<file path="src/rtl/gray2bin.sv">
// Gray-code to binary converter with one registered output stage.
// A captured word appears on bin with out_valid one clock after in_valid.
module gray2bin #(
  parameter int WIDTH = 4
) (
  input  logic             clk,
  input  logic             rst_n,
  input  logic             in_valid,
  input  logic [WIDTH-1:0] gray,
  output logic             out_valid,
  output logic [WIDTH-1:0] bin
);

  logic [WIDTH-1:0] w_bin;
  logic [WIDTH-1:0] r_bin;
  logic             r_out_valid;

  // Each binary bit is the XOR of the gray bits at and above it.
  always_comb begin
    // NOTE: default first so every bit is assigned on every pass and no latch is inferred.
    w_bin = '0;
    for (int i = 0; i < WIDTH; i++) begin
      w_bin[i] = ^(gray >> i);
    end
  end

  always_ff @(posedge clk or negedge rst_n) begin
    if (!rst_n) begin
      // NOTE: the data register is reset too, because bin must read 0 during reset.
      r_bin       <= '0;
      r_out_valid <= 1'b0;
    end else begin
      // NOTE: non-blocking assignments keep all state updates on the same edge.
      r_out_valid <= in_valid;
      if (in_valid) begin
        r_bin <= w_bin;
      end
    end
  end

  assign bin       = r_bin;
  assign out_valid = r_out_valid;

endmodule

</file>
<file path="config.mk">
export PLATFORM = sky130hd
export DESIGN_NAME = gray2bin
export DESIGN_NICKNAME = d
export VERILOG_FILES = /design/src/rtl/gray2bin.sv
export SDC_FILE = /design/constraint.sdc
export NUM_CORES = 1
export LEC_CHECK = 0
export BUFFER_PORTS_ARGS = -buffer_cell sky130_fd_sc_hd__buf_2
export CELL_PAD_IN_SITES_DETAIL_PLACEMENT = 1
export CELL_PAD_IN_SITES_GLOBAL_PLACEMENT = 2
export CORE_AREA = 2 2 39 41
export CTS_BUF_LIST = sky130_fd_sc_hd__clkbuf_8
export CTS_CLUSTER_SIZE = 25
export DETAILED_ROUTE_END_ITERATION = 16
export DIE_AREA = 0 0 41 43
export GPL_TIMING_DRIVEN = 0
export PLACE_DENSITY_LB_ADDON = 0.1
export REMOVE_ABC_BUFFERS = 1
export SETUP_SLACK_MARGIN = 0.15
export SLEW_MARGIN = 20
export SYNTH_ARGS = -nofsm -noshare
export SYNTH_HDL_FRONTEND = slang
export SYNTH_SLANG_ARGS = --single-unit
</file>
<file path="constraint.sdc">
create_clock -name clk -period 0.8 [get_ports clk]
set_input_delay 0.24 -clock clk [delete_from_list [all_inputs] [get_ports clk]]
set_output_delay 0.24 -clock clk [all_outputs]
set_load 0.02 [all_outputs]
</file>
== Yosys cells after proc, flatten, opt, wreduce, memory -nomap -nowiden ==
Index checks and enable logic that the tools add are counted.
Cells by class
  reductions and logical operators: 4
Operators with widths (count)
  $reduce_xor 4->1: 4
Storage, ports and cells
  bits in registers: 5
  bits of input ports: 7
  output and inout bits: 5
  word-level logic and storage cells: 6

== Longest topological paths before layout ==
Gate-level depths: netlist (run 1).
  depth after elaboration: 1
  gate-level depth with buffers: 3
  depth with buffers taken out: 3

== Least setup slack after synthesis (run 1) ==
Ideal clock, no wire load.
  path type: in2reg
  start point: input port gray[2]
  end point: register r_bin[1] (netlist: bin[1])
  setup time: 0.125 ns
  arrival: 0.762 ns
  data required time: 0.675 ns
  path slack: -0.087 ns
  stages: 3
  path buffers: 0
  cell sequence: xnor2_2 > xnor2_1 > mux2_4
Between the ends
  cells in the longest elaborated chain, start to end: 1
Ends and longest elaborated chain
  start: declaration: line 9  | input logic [WIDTH-1:0] gray,
  $reduce_xor 4->1: line 23  | w_bin[i] = ^(gray >> i);
  end signal: assignment: line 36  | r_bin <= w_bin;
  end: declaration: line 15  | logic [WIDTH-1:0] r_bin;
Every way passes these cells.
A chain may end at the register's enable or synchronous reset.

== Final worst setup path (run 1) ==
  start point: register r_bin[2] (netlist: bin[2])
  end point: output port bin[2]
RTL lines
  end: declaration: line 11  | output logic [WIDTH-1:0] bin
No word-level cell between the ends.

==> impl_results.md, run 1 <==
* Pwr/cell area at roughly 2400 nW/um^2
* Fin crit share at 122%
* Number of H-tree levels at 1
* Antenna cells at 0
* Die height at roughly 43 um
* Post-Syn Area at approximately 210 um^2
* RSZ-0062 raised after global routing: yes
* Share of cells above drive strength 1 at around three fifths
* Delay-heaviest family, CP: flip-flops
* Synth-to-Final Area Change at 102%
* Post-synth EDFFs at 0
* Drt pass-1 iters at 2
* DRC viols at 0
* Placed insts at between 40 and 50
* Post-synth top cells: dfrtp_1 (5), xnor2_1 (3), a21oi_1 (2), nor2_1 (2)
* Max Slew Vio Count at 0
* Max VDD drop at around 660 uV
* Post-synth top flop: dfrtp_1
* Largest net degree at the start of global routing at 8
* Initial Util at between 15 and 20%
* Tot GR Track Use at 8.28%
* Post-synth ARST share at between 90% and 100%
* Proportion of synthesized chip area in sequential cells at between 50% and 60%
* Final Wtd Congestion at 0.583
* Leakage at 0.199 nW
* Hold crit path type: primary input to flip-flop
* Worst-path clk slew at approximately 0.04 ns
* CP Launch Type: flip-flop
* Initial antenna violation count at 0
* DR vias/cell at around 3.6
* CP Capture Type: primary output
* CTS root buf: clkbuf_8
* Design area at approximately 430 um^2
* IO Pins at 12
* Drt wl/cell at ~11 um
* Max-cap violations at 0
* Vias in the first global route at between 200 and 250
* Util after Layout at between 30% and 40%
* Routed WL at 529 um
* Core ar. at 1380 um^2
* Final worst path period need at 0.979 ns
* IO buf count at 11
* Slowest stage delay, CP at around 0.38 ns
* Clock net sink count at 5
* CTS tree: done
* Area share of the largest cell type after synthesis at 59.2%
* Arrival time worst endpoint at between 0.7 and 0.8 ns
* FF+latch count, synth at 5
* Syn avg cell area at ~14 um^2
* Tightest Pin Transition at 0.166 ns
* Hold WS at about 0.23 ns
* Final Setup Violations at 6
* Slowest CP cell: dfrtp_1
* Detail Route Antenna Nets at 0
* Most common cell in the netlist: dfrtp_1
* Worst Path Max Fanout at 2
* Place WS at -0.298 ns
* First-pass GRT wire length at 855 um
* Leading area contributor after synthesis: dfrtp_1
* Synth Instances at 15
* Ys Warns at 0
* Final Non-Filler Cells at 49
* TritonCTS Buffers at 3
* Worst-skew pair later-pin latency at approximately 0.22 ns
* Die area at between 1500 and 2000 um^2
* Placed instance area at around 290 um^2
* Distinct cell type count of the synthesized netlist at 7
* Site row count at 14
* Synth area leaders: dfrtp_1 (59%), xnor2_1 (12%), xnor2_2 (7.7%)
* CP required at 0.56 ns
* Final Hold Vio Count at 0
* Final WS setup at -0.179 ns
* Slew headroom at between 80% and 90%
* Status: finished, violations left
* Fmax at 1020 MHz
* Final net count at 41
* Crit path cell chain: buf_6
* Kind of critical path: flip-flop to primary output
* Die width at about 41 um
* Worst Path Buf+Inv at 1
* Clk buf depth at 2
* GRT overflow at 0
* Vias at between 150 and 200
* Violated checks: setup timing
* Iter 0 DRT Violations at 1
* Dpl hpwl at roughly 370 um
* Clk_skew at 0 ns
-- state kept, by name, indices dropped and copies added, names as in the netlist --
register   flops
out_valid      1
bin            4
-- power by group --
group / switching, mW / internal [mW] / leakage (nW)
logic: 0.107 / 0.157 / 0.114
clock network: 0.130 / 0.329 / 0.0269
registers: 0.0222 / 0.288 / 0.0573
-- cell families after synthesis --
group	count (synthesis)	share of synthesized area, %
DFF	5	59.2
xor gates and xnor gates	4	20.1
and+or+nand+nor	2	3.55
AOI/OAI and AO/OA	2	4.73
muxes	2	12.4
-- layout by cell type (no fill, tap or decap) --
cell type	Yosys	layout
a21oi_1	2	2
buf_2	0	4
buf_4	0	2
buf_6	0	5
buf_8	0	2
clkbuf_8	0	3
dfrtp_1	5	5
dlygate4sd3_1	0	1
inv_1	0	1
mux2_2	1	1
mux2_4	1	1
nor2_1	2	2
xnor2_1	3	2
xnor2_2	1	1
xnor2_4	0	1
-- cell type report --
type | instances | area, um^2
fillers | 150 | 957
repair buffers | 14 | 131
well taps | 16 | 20.0
clock inverters | 1 | 3.75
clock buffers | 3 | 41.3
flip-flops and latches | 5 | 125
multi-input cells | 10 | 105
-- worst paths after layout --
kind	from	end	slack [ns]	cells after the start
hold reg to reg	bin[3]	bin[3]	0.53	1
hold / removal	in_valid	out_valid	0.23	1
max in group asynchronous	rst_n	bin[1]	0.30	2
setup / recovery	bin[2]	bin[2]	-0.18	1
setup reg to reg	bin[1]	bin[1]	-0.08	2
min in group asynchronous	rst_n	bin[0]	0.36	2
-- layer usage --
layer / share of wire [%] / wire, um / track usage (%) / vias up
met3: 5.7 / 30 / 4.71 / 2
met2: 53 / 279 / 9.38 / 4
met1: 39 / 205 / 9.18 / 87
met4: 2.3 / 12 / 10.0 / 0
met5: 0 / 0 / 0 / -
li1: - / - / - / 84
-- what timing repair did --
item | 4_1_cts | 5_1_grt
endpoints found under the hold margin | 5 | 0
buffers inserted | 1 | 1
setup endpoints to repair | 8 | 9
pin swaps | 1 | 5
hold buffers | 1 | 0
resized for setup | 16 | 2
-- per-stage QoR --
stage	TNS, ns	power, mW
final	-0.940	1.03
after global routing	-1.06	1.08
after CTS	-0.981	1.04
after detailed placement	-0.608	0.485
after global placement	-0.591	0.482
after floorplan	-0.113	0.412
Power figures use the tool's default switching activity.
==> run 2, diff against run 1 <==
- CTS_CLUSTER_SIZE: 25 -> 16
- REMOVE_ABC_BUFFERS: 1 -> default
==> impl_results.md, run 2 (synthesis gave the netlist of run 1 again) <==
* Status: finished, violations left
* Violated checks: setup timing
* Final Wtd Congestion at 0.602 (+3.3%)
* Util after Layout at 31.9% (+1.1 points)
* Worst Path Max Fanout at 2 (unchanged)
* DR vias/cell at 3.73 (+3.4%)
* Syn Nets at 22
* Slowest CP cell: dfrtp_2
* Worst-path clk slew at 0.04 ns (about the same)
* Max VDD drop at 516 uV (-22%)
* GRT overflow at 0 (unchanged)
* Hold WS at 0.242 ns (+0.0124 ns)
* DRC viols at 0 (unchanged)
* First-pass GRT wire length at 807 um (-5.6%)
* CTS tree: done
* Final Setup Violations at 6 (unchanged)
* Drt wl/cell at 10.1 um (-6.8%)
* Leakage at 0.197 nW (-0.92%)
* Worst-case reg-to-reg path depth at 2 (unchanged)
* Detail Route Antenna Nets at 0 (unchanged)
* Fmax at 1000 MHz (-1.7%)
* Largest register FFs at 4 (unchanged)
* CTS root buf: clkbuf_8
* Initial Util at 15.3% (unchanged)
* Share of cells above drive strength 1 at 75.8% (+15 points)
* Largest net degree at the start of global routing at 8 (unchanged)
* Core ar. at 1380 um^2 (unchanged)
* Crit path cell chain: buf_6
* Worst Path Buf+Inv at 1 (unchanged)
* Synth-to-Final Area Change at 109%
* Routed WL at 493 um (-6.8%)
* Clock net sink count at 5 (unchanged)
* CP Launch Type: flip-flop
* Slowest stage delay, CP at 0.40 ns (+0.02 ns)
* Die area at 1760 um^2 (unchanged)
* Clk buf depth at 2 (unchanged)
* Vias at 183 (+3.4%)
* IO buf count at 11 (unchanged)
* Kind of critical path: flip-flop to primary output
* Final net count at 41 (unchanged)
* Tightest Pin Transition at 0.189 ns (+0.0229 ns)
* Final Hold Vio Count at 0 (unchanged)
* Max-cap violations at 0 (unchanged)
* CP Capture Type: primary output
* Most frequent cells in the layout: buf_6 (7), buf_2 (4), dfrtp_2 (3), clkbuf_8 (3)
* Hold path cells at 1 (unchanged)
* Die width at 41 um (unchanged)
* Number of H-tree levels at 1 (unchanged)
* Die height at 43 um (unchanged)
* IO Pins at 12 (unchanged)
* Vias in the first global route at 191 (-8.6%)
* Arrival time worst endpoint at 0.76 ns (+0.02 ns)
* CP required at 0.56 ns (about the same)
* Worst-skew pair later-pin latency at 0.22 ns (about the same)
* Drt pass-1 iters at 3 (+1)
* RSZ-0062 raised after global routing: yes
* Pwr/cell area at 2380 nW/um^2 (-1.8%)
* Final WS setup at -0.196 ns (-0.0174 ns)
* Final worst path period need at 0.996 ns (+0.0174 ns)
* TritonCTS Buffers at 3 (unchanged)
* Delay-heaviest family, CP: flip-flops
* Tot GR Track Use at 8.19% (-0.093 points)
* Max Slew Vio Count at 0 (unchanged)
* Site row count at 14 (unchanged)
* Iter 0 DRT Violations at 2 (+1)
* Clk_skew at 0 ns (unchanged)
* Fin crit share at 125% (+2.2 points)
* Antenna cells at 0 (unchanged)
* Hold crit path type: primary input to flip-flop
* Most common cell after layout, fill and taps aside: buf_6
* Slew headroom at 87.4% (-1.5 points)
* Fin Setup TNS at -1.01 ns (-0.0740 ns)
* Initial antenna violation count at 0 (unchanged)
* Critical Path Stages at 1 (unchanged)
-- run 2: power by group --
| part | internal [mW] | switching, mW |
|---|---|---|
| clock network | 0.329 | 0.128 |
| logic | 0.164 | 0.112 |
| registers | 0.292 | 0.0245 |
| total | 0.785 | 0.265 |
-- run 2: cell type report --
class | instances | area [um^2]
multi-input combinational | 10 | 116
clock inverter | 1 | 3.75
fill | 155 | 942
tap | 16 | 20.0
clock buffer | 3 | 41.3
sequential | 5 | 129
timing repair buffer | 14 | 131
-- run 2: timing repair --
action	4_1_cts	5_1_grt
pin swaps	1	1
resized for setup	16	4
hold endpoints to repair	5	0
hold buffers	1	0
endpoints found under the setup margin	8	9
buffers inserted	1	1
-- run 2: worst paths after layout --
| kind | start | slack [ns] | endpoint |
|---|---|---|---|
| min in group asynchronous | rst_n | 0.36 | out_valid |
| worst max register to register | bin[1] | -0.10 | bin[1] |
| worst min register to register | bin[3] | 0.54 | bin[3] |
| max in group asynchronous | rst_n | 0.30 | bin[2] |
| worst min-delay path | in_valid | 0.24 | out_valid |
| worst max-delay path | bin[2] | -0.20 | bin[2] |
-- run 2: layer usage --
metal  vias to the layer above  share of wire, %  track usage [%]
met5                         -                 0                0
li1                         84                 -                -
met4                         0               9.5             16.0
met2                        12                48             10.0
met1                        83                34             7.24
met3                         4               7.7             1.57
-- run 2: through the flow --
| stage | area (um^2) | setup slack, ns | total power, mW | std cells |
|---|---|---|---|---|
| after floorplan | 226 | -0.0589 | 0.423 | 15 |
| after global placement | 302 | -0.245 | 0.492 | 42 |
| after detailed placement | 302 | -0.256 | 0.499 | 42 |
| final | 442 | -0.196 | 1.05 | 49 |
| after CTS | 419 | -0.206 | 1.05 | 48 |
| after global routing | 442 | -0.211 | 1.11 | 49 |
==> run 3, diff against run 2 <==
- SLEW_MARGIN: 20 -> default
- clock period: 0.8 -> 0.91 ns (I/O delays scaled with it)
==> impl_results.md, run 3 (synthesis gave the netlist of run 1 again) <==
* Status: finished, violations left
* Violated checks: setup timing
* TritonCTS Buffers at 3 (unchanged)
* Max VDD drop at 929 uV (+80%)
* Die width at 41 um (unchanged)
* Crit path cell chain: buf_6
* Arrival time worst endpoint at 0.74 ns (-0.02 ns)
* Tightest Pin Transition at 0.180 ns (-0.00918 ns)
* Clk_skew at 0 ns (unchanged)
* Sequential power share at 29.0% (-1.1 points)
* CP Capture Type: primary output
* Die area at 1760 um^2 (unchanged)
* Storage element area at 126 um^2 (-1.9%)
* Clock net sink count at 5 (unchanged)
* Comb pwr share at 29.4% (+3.1 points)
* Slowest CP cell: dfrtp_2
* Largest register FFs at 4 (unchanged)
* Clk buf depth at 2 (unchanged)
* DRC viols at 0 (unchanged)
* Drt wl/cell at 9.92 um (-1.4%)
* Site row count at 14 (unchanged)
* CTS root buf: clkbuf_8
* Delay-heaviest family, CP: flip-flops
* DR vias/cell at 3.69 (-1.1%)
* Initial antenna violation count at 0 (unchanged)
* Sw Pwr at 230 uW (-13%)
* Slowest stage delay, CP at 0.40 ns (about the same)
* Switching part of the total at 24.4% (-0.88 points)
* Worst-skew pair later-pin latency at 0.22 ns (about the same)
* Final Hold Vio Count at 0 (unchanged)
* Die height at 43 um (unchanged)
* Final WS setup at -0.108 ns (+0.0883 ns)
* CP required at 0.64 ns (+0.08 ns)
* Placed insts at 42 (unchanged)
* Final net count at 44 (+7.3%)
* Leakage at 0.220 nW (+12%)
* GRT overflow at 0 (unchanged)
* Most common cell after layout, fill and taps aside: buf_6
* Share of cells above drive strength 1 at 75.0% (-0.76 points)
* Core ar. at 1380 um^2 (unchanged)
* Tot GR Track Use at 7.47% (-0.72 points)
* Final Setup Violations at 5 (-1)
* CP Launch Type: flip-flop
* IO Pins at 12 (unchanged)
* Pwr/cell area at 2010 nW/um^2 (-16%)
* Fin crit share at 112%
* Largest net degree at the start of global routing at 8 (unchanged)
* Slew headroom at 87.9% (+0.55 points)
* CTS tree: done
* Initial Util at 15.3% (unchanged)
* IO buf count at 11 (unchanged)
* Iter 0 DRT Violations at 0 (-2)
* Area of the multi-input gates at 118 um^2 (+1.1%)
* Routed WL at 516 um (+4.7%)
* Fill cells at 153 (-1.3%)
* Hold crit path type: primary input to flip-flop
* Antenna cells at 0 (unchanged)
* Worst Path Max Fanout at 2 (unchanged)
* Max-cap violations at 0 (unchanged)
* Final worst path period need at 1.02 ns
* Clock Power Share at 41.7% (-1.9 points)
* Fmax at between 900 and 1000 MHz
* Detail Route Antenna Nets at 0 (unchanged)
* Total power draw at 945 uW (-10%)
* Number of H-tree levels at 1 (unchanged)
* Worst Path Buf+Inv at 1 (unchanged)
* Pint at 715 uW (-9.0%)
* Syn Nets at 22 (unchanged)
* Final Non-Filler Cells at 52 (+6.1%)
* Final Wtd Congestion at 0.587 (-2.6%)
* Vias at 192 (+4.9%)
* Kind of critical path: flip-flop to primary output
* RSZ-0062 raised after global routing: yes
* Most frequent cells in the layout: buf_6 (7), dfrtp_1 (4), buf_2 (4), clkbuf_8 (3), buf_4 (3)
* Drt pass-1 iters at 1 (-2)
* Worst-path clk slew at 0.03 ns (about the same)
* Vias in the first global route at 199 (+4.2%)
* First-pass GRT wire length at 814 um (+0.87%)
* Max Slew Vio Count at 0 (unchanged)
* Synth-to-Final Area Change at 122%
==> run 3: cell types whose count changed in the layout (fill, tap and decap cells not counted) <==
cell,change
buf_4,+2
dfrtp_1,+2
dfrtp_2,-2
nor2_2,+2
a21oi_1,+1
a21oi_2,-1
buf_8,+1
nor2_1,-1
nor2_4,-1
xnor2_1,-1
xnor2_2,+1
==> run 3: layout make-up <==
class / count / share of cell area (%)
multi-input cells: 10 / 25.0
flip-flops and latches: 5 / 26.9
clock inverters: 1 / 0.798
clock buffers: 3 / 8.78
well taps: 16 / 4.26
repair buffers: 17 / 34.3
==> run 3: what timing repair did <==
item | CTS | global route
buffers inserted | 3 | 2
gates resized for setup | 17 | 5
hold endpoints to repair | 5 | 0
setup endpoints to repair | 7 | 9
pin swaps | 3 | 3
hold buffers | 1 | 0
==> run 3: path summary, 6_finish.rpt <==
check	slack, ns	cells after the start	from	endpoint
max	-0.11	1	bin[3]	bin[3]
min	0.27	1	in_valid	out_valid
max reg2reg	0.03	2	bin[1]	bin[1]
min reg2reg	0.52	1	bin[3]	bin[3]
max in group asynchronous	0.36	2	rst_n	bin[3]
min in group asynchronous	0.40	2	rst_n	bin[1]
==> run 3: metal layers <==
layer  GRT usage (%)  up-vias  share of wire [%]
met5               0        -                  0
met4            4.00        0                  0
met3            6.28        0                 11
met2            10.0       11                 50
met1            7.87       91                 39
li1                -       90                  -
==> run 3: through the flow <==
stage	area, um^2	TNS, ns	hold WS, ns	setup slack [ns]	util (%)
floorplan	224	0	-0.0226	0.0181	-
global placement	299	-0.217	0.0970	-0.174	21.6
detailed placement	299	-0.228	0.0952	-0.172	21.6
CTS	435	-0.507	0.256	-0.117	31.5
global route	470	-0.569	0.273	-0.134	34.0
finish	470	-0.472	0.275	-0.108	34.0
==> run 3: power groups by stage <==
stage                     combinational, mW  clock, mW  sequential [mW]
after floorplan                      0.0609          0            0.308
after global placement                0.164          0            0.268
after detailed placement              0.164          0            0.269
after CTS                             0.241      0.410            0.274
after global routing                  0.296      0.431            0.275
final                                 0.278      0.394            0.274
